[config.mk]
export PLATFORM = sky130hd
export DESIGN_NAME = router_out_arbiter
export DESIGN_NICKNAME = d
export VERILOG_FILES = /design/src/rtl/router_pkg.sv /design/src/rtl/router_rr_pick.sv /design/src/rtl/router_out_arbiter.sv
export SDC_FILE = /design/constraint.sdc
export NUM_CORES = 2
export LEC_CHECK = 0
export ABC_CLOCK_PERIOD_IN_PS = 8700
export CAP_MARGIN = 10
export CORE_UTILIZATION = 45
export CTS_CLUSTER_SIZE = 10
export DETAILED_ROUTE_END_ITERATION = 6
export GPL_TIMING_DRIVEN = 1
export HOLD_SLACK_MARGIN = 0.15
export MAX_ROUTING_LAYER = met4
export PLACE_DENSITY = 0.63
export SLEW_MARGIN = 5
export SYNTH_ARGS = -nofsm -noshare
export SYNTH_HDL_FRONTEND = slang
export SYNTH_SLANG_ARGS = --single-unit
[constraint.sdc]
create_clock -name clock -period 8.7 [get_ports clock]
set_input_delay 0.87 -clock clock [delete_from_list [all_inputs] [get_ports clock]]
set_output_delay 0.87 -clock clock [all_outputs]
set_load 0.03 [all_outputs]
[src/rtl/router_pkg.sv]
`default_nettype none
// ============================================================================
// Module   : router_pkg
// Purpose  : Shared constants and types for the 16x16 serial router output
//            arbitration logic.
// Contents : N_PORTS, ADDR_W, arb_state_t, port_idx_t
// Revision : 1.0 - initial release
// ============================================================================
package router_pkg;

    localparam int N_PORTS = 16;
    localparam int ADDR_W  = $clog2(N_PORTS);

    typedef enum logic {
        ARB_IDLE = 1'b0,
        ARB_BUSY = 1'b1
    } arb_state_t;

    typedef logic [ADDR_W-1:0] port_idx_t;

endpackage
`default_nettype wire

[src/rtl/router_rr_pick.sv]
`default_nettype none
// ============================================================================
// Module   : router_rr_pick
// Purpose  : Combinational round-robin picker. Returns the first set bit of
//            the candidate mask scanning ptr+1, ptr+2, ... modulo N_PORTS,
//            so the bit at ptr itself is considered last.
// Ports    : cand   in  N_PORTS  candidate mask
//            ptr    in  ADDR_W   last winner (lowest priority)
//            found  out 1        at least one candidate present
//            winner out ADDR_W   selected index (0 when found=0)
// Revision : 1.0 - initial release
// ============================================================================
module router_rr_pick
    import router_pkg::*;
(
    input  logic [N_PORTS-1:0] cand,
    input  port_idx_t          ptr,
    output logic               found,
    output port_idx_t          winner
);

    port_idx_t idx;

    // Scan from the lowest priority slot upwards so the last hit is the
    // highest priority one; avoids a break in the loop.
    always_comb begin
        found  = 1'b0;
        winner = '0;
        idx    = '0;
        for (int k = N_PORTS; k >= 1; k--) begin
            idx = ptr + port_idx_t'(k);
            if (cand[idx]) begin
                found  = 1'b1;
                winner = idx;
            end
        end
    end

endmodule
`default_nettype wire

[src/rtl/router_out_arbiter.sv]
`default_nettype none
// ============================================================================
// Module   : router_out_arbiter
// Purpose  : Per-output-port round-robin scheduler. Each output grants one
//            requesting input, holds the grant for the whole frame and
//            releases it when the input drops req or after MAX_HOLD cycles.
// Ports    : clock       in  1                 rising-edge clock
//            reset_n     in  1                 synchronous active-low reset
//            req         in  N_PORTS           per-input request
//            req_dest    in  N_PORTS*ADDR_W    per-input destination
//            gnt         out N_PORTS           input owns its output
//            out_busy    out N_PORTS           output is granted
//            out_src     out N_PORTS*ADDR_W    owning input per output
//            timeout_err out N_PORTS           one-cycle forced-release pulse
// Revision : 1.0 - initial release
// ============================================================================
module router_out_arbiter
    import router_pkg::*;
#(
    parameter int MAX_HOLD = 1024
) (
    input  logic                      clock,
    input  logic                      reset_n,
    input  logic [N_PORTS-1:0]        req,
    input  logic [N_PORTS*ADDR_W-1:0] req_dest,
    output logic [N_PORTS-1:0]        gnt,
    output logic [N_PORTS-1:0]        out_busy,
    output logic [N_PORTS*ADDR_W-1:0] out_src,
    output logic [N_PORTS-1:0]        timeout_err
);

    localparam int                 HOLD_W    = $clog2(MAX_HOLD) + 1;
    localparam logic [HOLD_W-1:0]  HOLD_LAST = HOLD_W'(MAX_HOLD - 1);
    localparam logic [HOLD_W-1:0]  HOLD_SAT  = {HOLD_W{1'b1}};

    arb_state_t          state_q [N_PORTS];
    arb_state_t          state_d [N_PORTS];
    port_idx_t           ptr_q   [N_PORTS];
    port_idx_t           ptr_d   [N_PORTS];
    port_idx_t           src_q   [N_PORTS];
    port_idx_t           src_d   [N_PORTS];
    logic [HOLD_W-1:0]   hold_q  [N_PORTS];
    logic [HOLD_W-1:0]   hold_d  [N_PORTS];
    logic [N_PORTS-1:0]  timeout_q, timeout_d;
    // block_rearm: input was force-released and must drop req before
    // it may compete again.
    logic [N_PORTS-1:0]  block_rearm_q, block_rearm_d;

    logic [N_PORTS-1:0]  cand [N_PORTS];
    logic [N_PORTS-1:0]  found;
    port_idx_t           winner [N_PORTS];

    // Grant vector is derived from the owner registers, so it always agrees
    // with out_busy/out_src.
    always_comb begin
        gnt = '0;
        for (int o = 0; o < N_PORTS; o++) begin
            if (state_q[o] == ARB_BUSY) begin
                gnt[src_q[o]] = 1'b1;
            end
        end
    end

    always_comb begin
        for (int o = 0; o < N_PORTS; o++) begin
            cand[o] = '0;
            for (int i = 0; i < N_PORTS; i++) begin
                cand[o][i] = req[i]
                           && (req_dest[i*ADDR_W +: ADDR_W] == port_idx_t'(o))
                           && !gnt[i]
                           && !block_rearm_q[i];
            end
        end
    end

    for (genvar o = 0; o < N_PORTS; o++) begin : g_out
        router_rr_pick u_pick (
            .cand   (cand[o]),
            .ptr    (ptr_q[o]),
            .found  (found[o]),
            .winner (winner[o])
        );
        assign out_busy[o]                  = (state_q[o] == ARB_BUSY);
        assign out_src[o*ADDR_W +: ADDR_W]  = src_q[o];
    end

    assign timeout_err = timeout_q;

    always_comb begin
        state_d       = state_q;
        ptr_d         = ptr_q;
        src_d         = src_q;
        hold_d        = hold_q;
        timeout_d     = '0;
        block_rearm_d = block_rearm_q & req;
        for (int o = 0; o < N_PORTS; o++) begin
            case (state_q[o])
                ARB_IDLE: begin
                    if (found[o]) begin
                        state_d[o] = ARB_BUSY;
                        src_d[o]   = winner[o];
                        ptr_d[o]   = winner[o];
                        hold_d[o]  = '0;
                    end
                end
                ARB_BUSY: begin
                    if (!req[src_q[o]]) begin
                        state_d[o] = ARB_IDLE;
                    end else if (hold_q[o] == HOLD_LAST) begin
                        state_d[o]                = ARB_IDLE;
                        timeout_d[o]              = 1'b1;
                        block_rearm_d[src_q[o]]   = 1'b1;
                    end else if (hold_q[o] != HOLD_SAT) begin
                        hold_d[o] = hold_q[o] + HOLD_W'(1);
                    end
                end
                default: state_d[o] = ARB_IDLE;
            endcase
        end
    end

    always_ff @(posedge clock) begin
        if (!reset_n) begin
            for (int o = 0; o < N_PORTS; o++) begin
                state_q[o] <= ARB_IDLE;
                ptr_q[o]   <= port_idx_t'(N_PORTS - 1);
                src_q[o]   <= '0;
                hold_q[o]  <= '0;
            end
            timeout_q     <= '0;
            block_rearm_q <= '0;
        end else begin
            for (int o = 0; o < N_PORTS; o++) begin
                state_q[o] <= state_d[o];
                ptr_q[o]   <= ptr_d[o];
                src_q[o]   <= src_d[o];
                hold_q[o]  <= hold_d[o];
            end
            timeout_q     <= timeout_d;
            block_rearm_q <= block_rearm_d;
        end
    end

endmodule
`default_nettype wire
==> After elaboration in Yosys (flattened, before gate mapping) <==
Cells that the tools add are included.
{ "op_classes": {"n_addsub": 256, "order_cmp": 288, "eq_ne": 336, "mux": 1312, "n_bitwise": 48, "reduce_logical": 880} }
{ "op_table": {"columns": ["op", "n"], "rows": [
  ["4-bit by 5-bit < comparator with 1-bit output (second input constant)", 272],
  ["1-bit binary-select mux with 4-bit select", 272],
  ["16-bit two-way mux", 64],
  ["4-bit two-way mux", 256],
  ["1-bit logical AND", 784],
  ["11-bit two-way mux", 64],
  ["1-bit two-way mux", 608],
  ["4-bit adder (second input constant)", 128],
  ["4-bit == test (second input constant)", 128],
  ["16-bit bitwise OR", 31],
  ["11-bit case mux with 2 select lines", 16],
  ["4-bit by 3-bit adder with 4-bit output (second input constant)", 64],
  ["4-bit by 3-bit == test with 1-bit output (second input constant)", 64],
  ["11-bit by 1-bit adder with 11-bit output (second input constant)", 16],
  ["11-bit by 10-bit == test with 1-bit output (second input constant)", 16],
  ["11-bit != test (second input constant)", 16],
  ["4-bit by 2-bit adder with 4-bit output (second input constant)", 32],
  ["4-bit by 2-bit == test with 1-bit output (second input constant)", 32],
  ["2-bit by 1-bit != test with 1-bit output (second input constant)", 48],
  ["4-bit by 1-bit adder with 4-bit output (second input constant)", 16],
  ["1-bit demux with 4-bit select", 16],
  ["4-bit by 1-bit == test with 1-bit output (second input constant)", 16],
  ["4-bit by 1-bit >= comparator with 1-bit output (second input constant)", 16],
  ["4-bit zero test", 16],
  ["other kinds (8)", 129]
]} }
{ "word_totals": {"ff_bits": 352, "inputBits": 82, "out_inout_bits": 112, "word_cells": 3201} }

==> Depth between registers and ports, before layout <==
{ "logic_depth": {"word_depth": 68, "ltp_mapped": 19} }

==> Hierarchy <==
From an unflattened synthesis, not the netlist that was laid out.
{ "hier_totals": {"cells_unflattened": 6983, "area_unflattened_um2": 55597.1} }
{ "modules_own_cells": {"columns": ["mod", "n_inst", "cells_per_inst", "area_per_inst_um2", "seq_area_each_um2"], "rows": [
  ["router_rr_pick", 16, 246, 2039.5, 0.0],
  ["router_out_arbiter", 1, 3047, 22965.8, 7046.8]
]} }

==> Worst setup path after synthesis <==
OpenSTA, ideal clock, no wires.
{ "synth_path": {"kind": "register -> register", "from": "register src_q, in the netlist out_src[23]", "to": "register src_q, in the netlist out_src[28]", "setup_ps": 133, "arrival_time_ps": 4769, "t_required_ps": 8567, "path_slack_ps": 3798, "path_stages_with_launch": 17, "path_buffers": 1, "synth_period_minus_slack_ps": 4902, "cell_sequence": "dfxtp_1 > buf_2 > nand2b_1 > o22ai_1 > nor4_2 > nand2_1 > nor4_1 > mux2i_1 > mux4_2 > mux2i_1 > a211oi_1 > o31ai_1 > mux2_1 > a2111oi_2 > nor2_1 > o2111ai_1 > a31oi_1"} }
{ "synth_between": {"elab_chain_len": 48} }
{ "synth_lines": {"columns": ["element", "line", "source"], "rows": [
  ["from (decl)", "router_out_arbiter.sv:40", "port_idx_t src_q [N_PORTS];"],
  ["from (signal, indexed assignment)", "router_out_arbiter.sv:136", "src_q[o] <= src_d[o];"],
  ["4-bit by 5-bit < comparator with 1-bit output (not written as such) or 4-bit by 1-bit >= comparator with 1-bit output (tied branches)", "router_out_arbiter.sv:59", "gnt[src_q[o]] = 1'b1;"],
  ["1-bit logical AND (not written as such)", "router_out_arbiter.sv:59", null],
  ["1-bit two-way mux (not written as such)", "router_out_arbiter.sv:59", null],
  ["1-bit demux with 4-bit select (*)", "router_out_arbiter.sv:59", null],
  ["16-bit bitwise OR (no line) (*)", null, null],
  ["16-bit two-way mux (*)", "router_out_arbiter.sv:58", "if (state_q[o] == ARB_BUSY) begin"],
  ["16-bit bitwise OR (no line)", null, null],
  ["16-bit two-way mux (*)", "router_out_arbiter.sv:58", null],
  ["[... 18 more ...]", null, null],
  ["named net gnt[5]", "router_out_arbiter.sv:26", "output logic [N_PORTS-1:0] gnt,"],
  ["1-bit zero test (*)", "router_out_arbiter.sv:70", "&& !gnt[i]"],
  ["1-bit logical AND (*)", "router_out_arbiter.sv:70", null],
  ["1-bit logical AND (*)", "router_out_arbiter.sv:71", "&& !block_rearm_q[i];"],
  ["1-bit binary-select mux with 4-bit select", "router_rr_pick.sv:32", "if (cand[idx]) begin"],
  ["1-bit two-way mux (not written as such)", "router_rr_pick.sv:32", null],
  ["1-bit two-way mux (16 in a row)", "router_rr_pick.sv:32", null],
  ["2-bit AND reduction (no line)", null, null]
]} }
Mark *: on every way through the listed nets, which the timed path passes. The rest lies on a longest branch. The select of a mux whose other input is x is not followed.
A chain may end at the register's enable or synchronous reset.

==> Final worst setup path <==
{ "layout_path": {"from": "register src_q, in the netlist out_src[39]", "to": "register src_q, in the netlist out_src[9]"} }
{ "layout_between": {"elab_chain_len": 40} }
{ "layout_lines": {"columns": ["element", "line"], "rows": [
  ["4-bit by 5-bit < comparator with 1-bit output (not written as such) or 4-bit by 1-bit >= comparator with 1-bit output (tied branches)", "router_out_arbiter.sv:59"],
  ["1-bit logical AND (not written as such)", "router_out_arbiter.sv:59"],
  ["1-bit two-way mux (not written as such)", "router_out_arbiter.sv:59"],
  ["1-bit demux with 4-bit select (*)", "router_out_arbiter.sv:59"],
  ["16-bit bitwise OR (no line) (*)", null],
  ["16-bit two-way mux (*)", "router_out_arbiter.sv:58"],
  ["16-bit bitwise OR (no line)", null],
  ["16-bit two-way mux (*)", "router_out_arbiter.sv:58"],
  ["[... 9 more ...]", null],
  ["16-bit two-way mux (*)", "router_out_arbiter.sv:58"],
  ["1-bit zero test", "router_out_arbiter.sv:70"],
  ["1-bit logical AND", "router_out_arbiter.sv:70"],
  ["1-bit logical AND", "router_out_arbiter.sv:71"],
  ["1-bit binary-select mux with 4-bit select", "router_rr_pick.sv:32"],
  ["1-bit two-way mux (not written as such)", "router_rr_pick.sv:32"],
  ["1-bit two-way mux (16 in a row)", "router_rr_pick.sv:32"],
  ["2-bit AND reduction (no line)", null]
]} }
Mark *: on every way between the ends. The rest lies on a longest branch, timed or not. The select of a mux whose other input is x is not followed.

==> qor.csv <==
metric,value,unit
status,"complete, but fails checks",
failing checks,"design-rule violations, max-capacitance violations, max-slew violations",
Die Ht,358,um
HPWL Detailed,266000,um
largest net degree at the start of global routing,50,
CTS tree,done,
total length of routed wires,339000,um
Total GRT Usage,52.1,%
final setup violation count,0,
Setup crit end kind,flip-flop,
Clock transition at path regs,0.08,ns
leak pwr,22.3,nW
R2R setup slack,0.41,ns
Worst Reg-to-Reg Cells,14,
Crit-path slowest cell,dfxtp_1,
vias in the first global route,62500,
synth-to-layout area growth,9.66,%
die area,128000,um2
first-pass GRT wire length,469000,um
layout cells sized above 1,14.3,%
net count after synthesis,7579,
Max Slew Vio Count,7,
Synth Register Bits,352,
max-cap violations,2,
skew final,0.0394,ns
CORE AREA,126000,um2
Critical Path Fanout Max,16,
WP data required,9.19,ns
worst reg2reg path startpoint,out_src[39],
DRC,3,
Syn Inst Count,7369,
Total Neg Setup Slack,0,ns
PD cells,344,nW/um2
H-tree levels,2,
Post-synth EDFFs,0,
Post-DRT Antenna Nets,0,
RePlAce Congestion,1.24,
Starting DRT DRC Count,12100,
reg2reg end,out_src[9],
buffer depth of the longest clock path,3,
"worst slack, placed",0.963,ns
Filler cells,12200,
Hold Crit Class,flip-flop to flip-flop,
Clock Latency Late Sink,0.71,ns
chip width,358,um
WP data arrival,8.78,ns
Port Buf Inserts,193,
worst hold stages,2,
per-cell routed wire length,37.3,um
"IR drop worst, VDD",0.000298,V
total grt overflow,0,
initial antenna violation count,23,
Crit Path Class,flip-flop to flip-flop,
row count,130,
DR vias,69500,
RSZ-0062 raised after global routing,false,
Slew headroom,-2.18,%
critical hold path startpoint,hold_q[10],
DRT Pass-1 Iters,7,
I/O pin total,194,
number of vias per cell,7.65,
# nets final,7583,
Worst-Margin Slew,1.53,ns
CTS Hold Bufs,0,
synth warn,0,
Yosys cell types,122,
fin worst setup slack,0.407,ns
register area share after synthesis,12.3,%
syn_area_per_cell,7.75,um2
Main synth FF type,dfxtp_1,
Worst Hold End,hold_q[10],
asr flop ratio synth,0,%
crit-path max cell delay,1.16,ns
worst-path cell chain,"nand2b_1, o22ai_1, nor2_1, and4_1, clkinv_1, buf_4, nor4_1, mux2i_1, mux4_2, mux2i_1, nor4_1, a41oi_2, o21ai_0, nor3_1",
Num Clock Sinks,352,
CTS buffer count,50,
startpoint types,flip-flop,
Initial Utilization,45.4,%
Post-CTS Resized,0,
final worst-path cycle share,95.3,%
Setup Buffers After CTS,0,
Final Critical Period,8.29,ns
CTS Root Cell,clkbuf_16,
count of final hold-check violations,0,
Synth Cell Area,57100,um2
highest clock rate,0.121,GHz
[through the flow]
stage	hold slack (ns)	utilization, %	power (mW)	cells	area [um2]
floorplan	0.409	-	13.3	7369	57100
CTS	0.430	49.7	20.6	9043	62500
global route	0.455	49.8	22.2	9074	62600
detailed placement	0.422	48.5	18.5	8963	60900
finish	0.429	49.8	21.5	9081	62600
global placement	0.416	48.4	18.3	8962	60900
[cell usage after synthesis, types with 29 or more instances]
cell type,count,share of area [%]
clkinv_1,29,0.19
nand4_1,171,1.9
o311ai_0,44,0.67
a2111oi_0,33,0.51
a21boi_0,32,0.42
a221oi_1,35,0.54
nand3b_1,71,0.93
a22oi_1,57,0.75
o221ai_1,43,0.66
a31oi_1,64,0.70
o211ai_1,133,1.7
and2_1,67,0.73
nand2_1,660,4.3
or3_1,101,1.1
buf_1,46,0.30
xnor2_1,185,2.8
o21ai_0,376,3.3
nor3_1,265,2.3
and3_1,117,1.3
nand2b_1,127,1.4
ha_1,128,2.8
nor3b_1,34,0.45
a21o_1,34,0.45
xor2_1,124,1.9
o21a_1,36,0.47
clkbuf_1,306,2.0
or4_1,29,0.38
nor2b_1,61,0.67
o22ai_1,166,1.8
nor2_1,723,4.8
or2_2,64,0.70
mux2_2,139,2.7
a211oi_1,91,1.2
a21oi_1,373,3.3
o32ai_1,33,0.51
dfxtp_1,352,12
o31ai_1,69,0.91
mux2i_1,297,5.2
mux4_2,416,16
nor4_1,119,1.3
inv_1,214,1.4
buf_2,80,0.70
nand3_1,307,2.7
[flip-flops by register name, summed over array words and instances, names as in the netlist]
name	flops
timeout_err	16
out_src	64
hold_q	176
block_rearm_q	16
out_busy	16
ptr_q	64
[power breakdown]
part	internal [mW]	leakage [nW]	total [mW]	switching (mW)
clock network	1.15	0.767	2.10	0.957
registers	1.90	2.87	2.80	0.899
logic	5.69	18.7	16.6	10.9
total	8.73	22.3	21.5	12.8
[layer usage]
layer	up-vias	share of wire [%]	global-route usage, %
met5	-	0	-
met4	0	7.9	32.6
met3	1401	15	20.8
met2	5955	40	72.0
met1	33600	37	62.5
li1	28600	-	-
[area by class of cell]
type | count | area, um2 | share of cell area [%]
multi-input combinational | 6299 | 47400 | 75.6
sequential | 352 | 7050 | 11.3
timing repair buffer | 405 | 3520 | 5.62
tap | 1650 | 2060 | 3.30
clock buffer | 57 | 1320 | 2.10
inverter | 265 | 997 | 1.59
clock inverter | 23 | 259 | 0.414
antenna | 30 | 75.1 | 0.120
[cell families (layout without fill, tap and decap cells)]
group | after synthesis | count (layout) | synth area share, %
mux | 855 | 855 | 24.4
flops | 352 | 352 | 12.3
other cells | 0 | 30 | 0
buf+inv | 718 | 750 | 5.06
simple gates | 3059 | 3059 | 27.4
compound gates | 1948 | 1948 | 23.2
xor+xnor | 309 | 309 | 4.74
fa+ha+maj | 128 | 128 | 2.80
[cells in the final DEF (no fill, tap or decap), types with 71 or more instances in the layout]
| master | synthesis | final |
|---|---|---|
| nand4_1 | 171 | 171 |
| nand3_1 | 307 | 307 |
| nor4_1 | 119 | 108 |
| nor2_1 | 723 | 722 |
| a21oi_1 | 373 | 373 |
| buf_4 | 16 | 206 |
| xor2_1 | 124 | 124 |
| mux2_2 | 139 | 139 |
| mux4_2 | 416 | 416 |
| ha_1 | 128 | 128 |
| inv_1 | 214 | 214 |
| nand2_1 | 660 | 660 |
| nor3_1 | 265 | 258 |
| dfxtp_1 | 352 | 351 |
| a211oi_1 | 91 | 91 |
| o21ai_0 | 376 | 376 |
| and3_1 | 117 | 117 |
| o211ai_1 | 133 | 133 |
| o22ai_1 | 166 | 166 |
| nand2b_1 | 127 | 127 |
| clkdlybuf4s50_1 | 0 | 191 |
| xnor2_1 | 185 | 185 |
| mux2i_1 | 297 | 297 |
| or3_1 | 101 | 101 |
| nand3b_1 | 71 | 71 |
[critical path, delay by kind of cell (launching register included)]
| kind | cells | cell delay [ns] |
|---|---|---|
| AOI/OAI and AO/OA | 3 | 1.08 |
| buffers and inverters | 2 | 1.26 |
| DFF | 1 | 1.16 |
| muxes | 3 | 1.23 |
| and+or+nand+nor | 6 | 3.31 |
[worst max path at each step]
stage / start / endpoint / cells after the start / slack (ns)
floorplan: out_src[23] / out_src[28] / 16 / 3.80
global placement: out_src[39] / out_src[9] / 17 / 0.99
detailed placement: out_src[39] / out_src[9] / 17 / 0.96
CTS: out_src[39] / out_src[9] / 17 / 0.97
global route: out_src[7] / out_src[9] / 17 / 0.38
finish: out_src[39] / out_src[9] / 14 / 0.41
No activity file was read; power rests on OpenSTA's default activity.
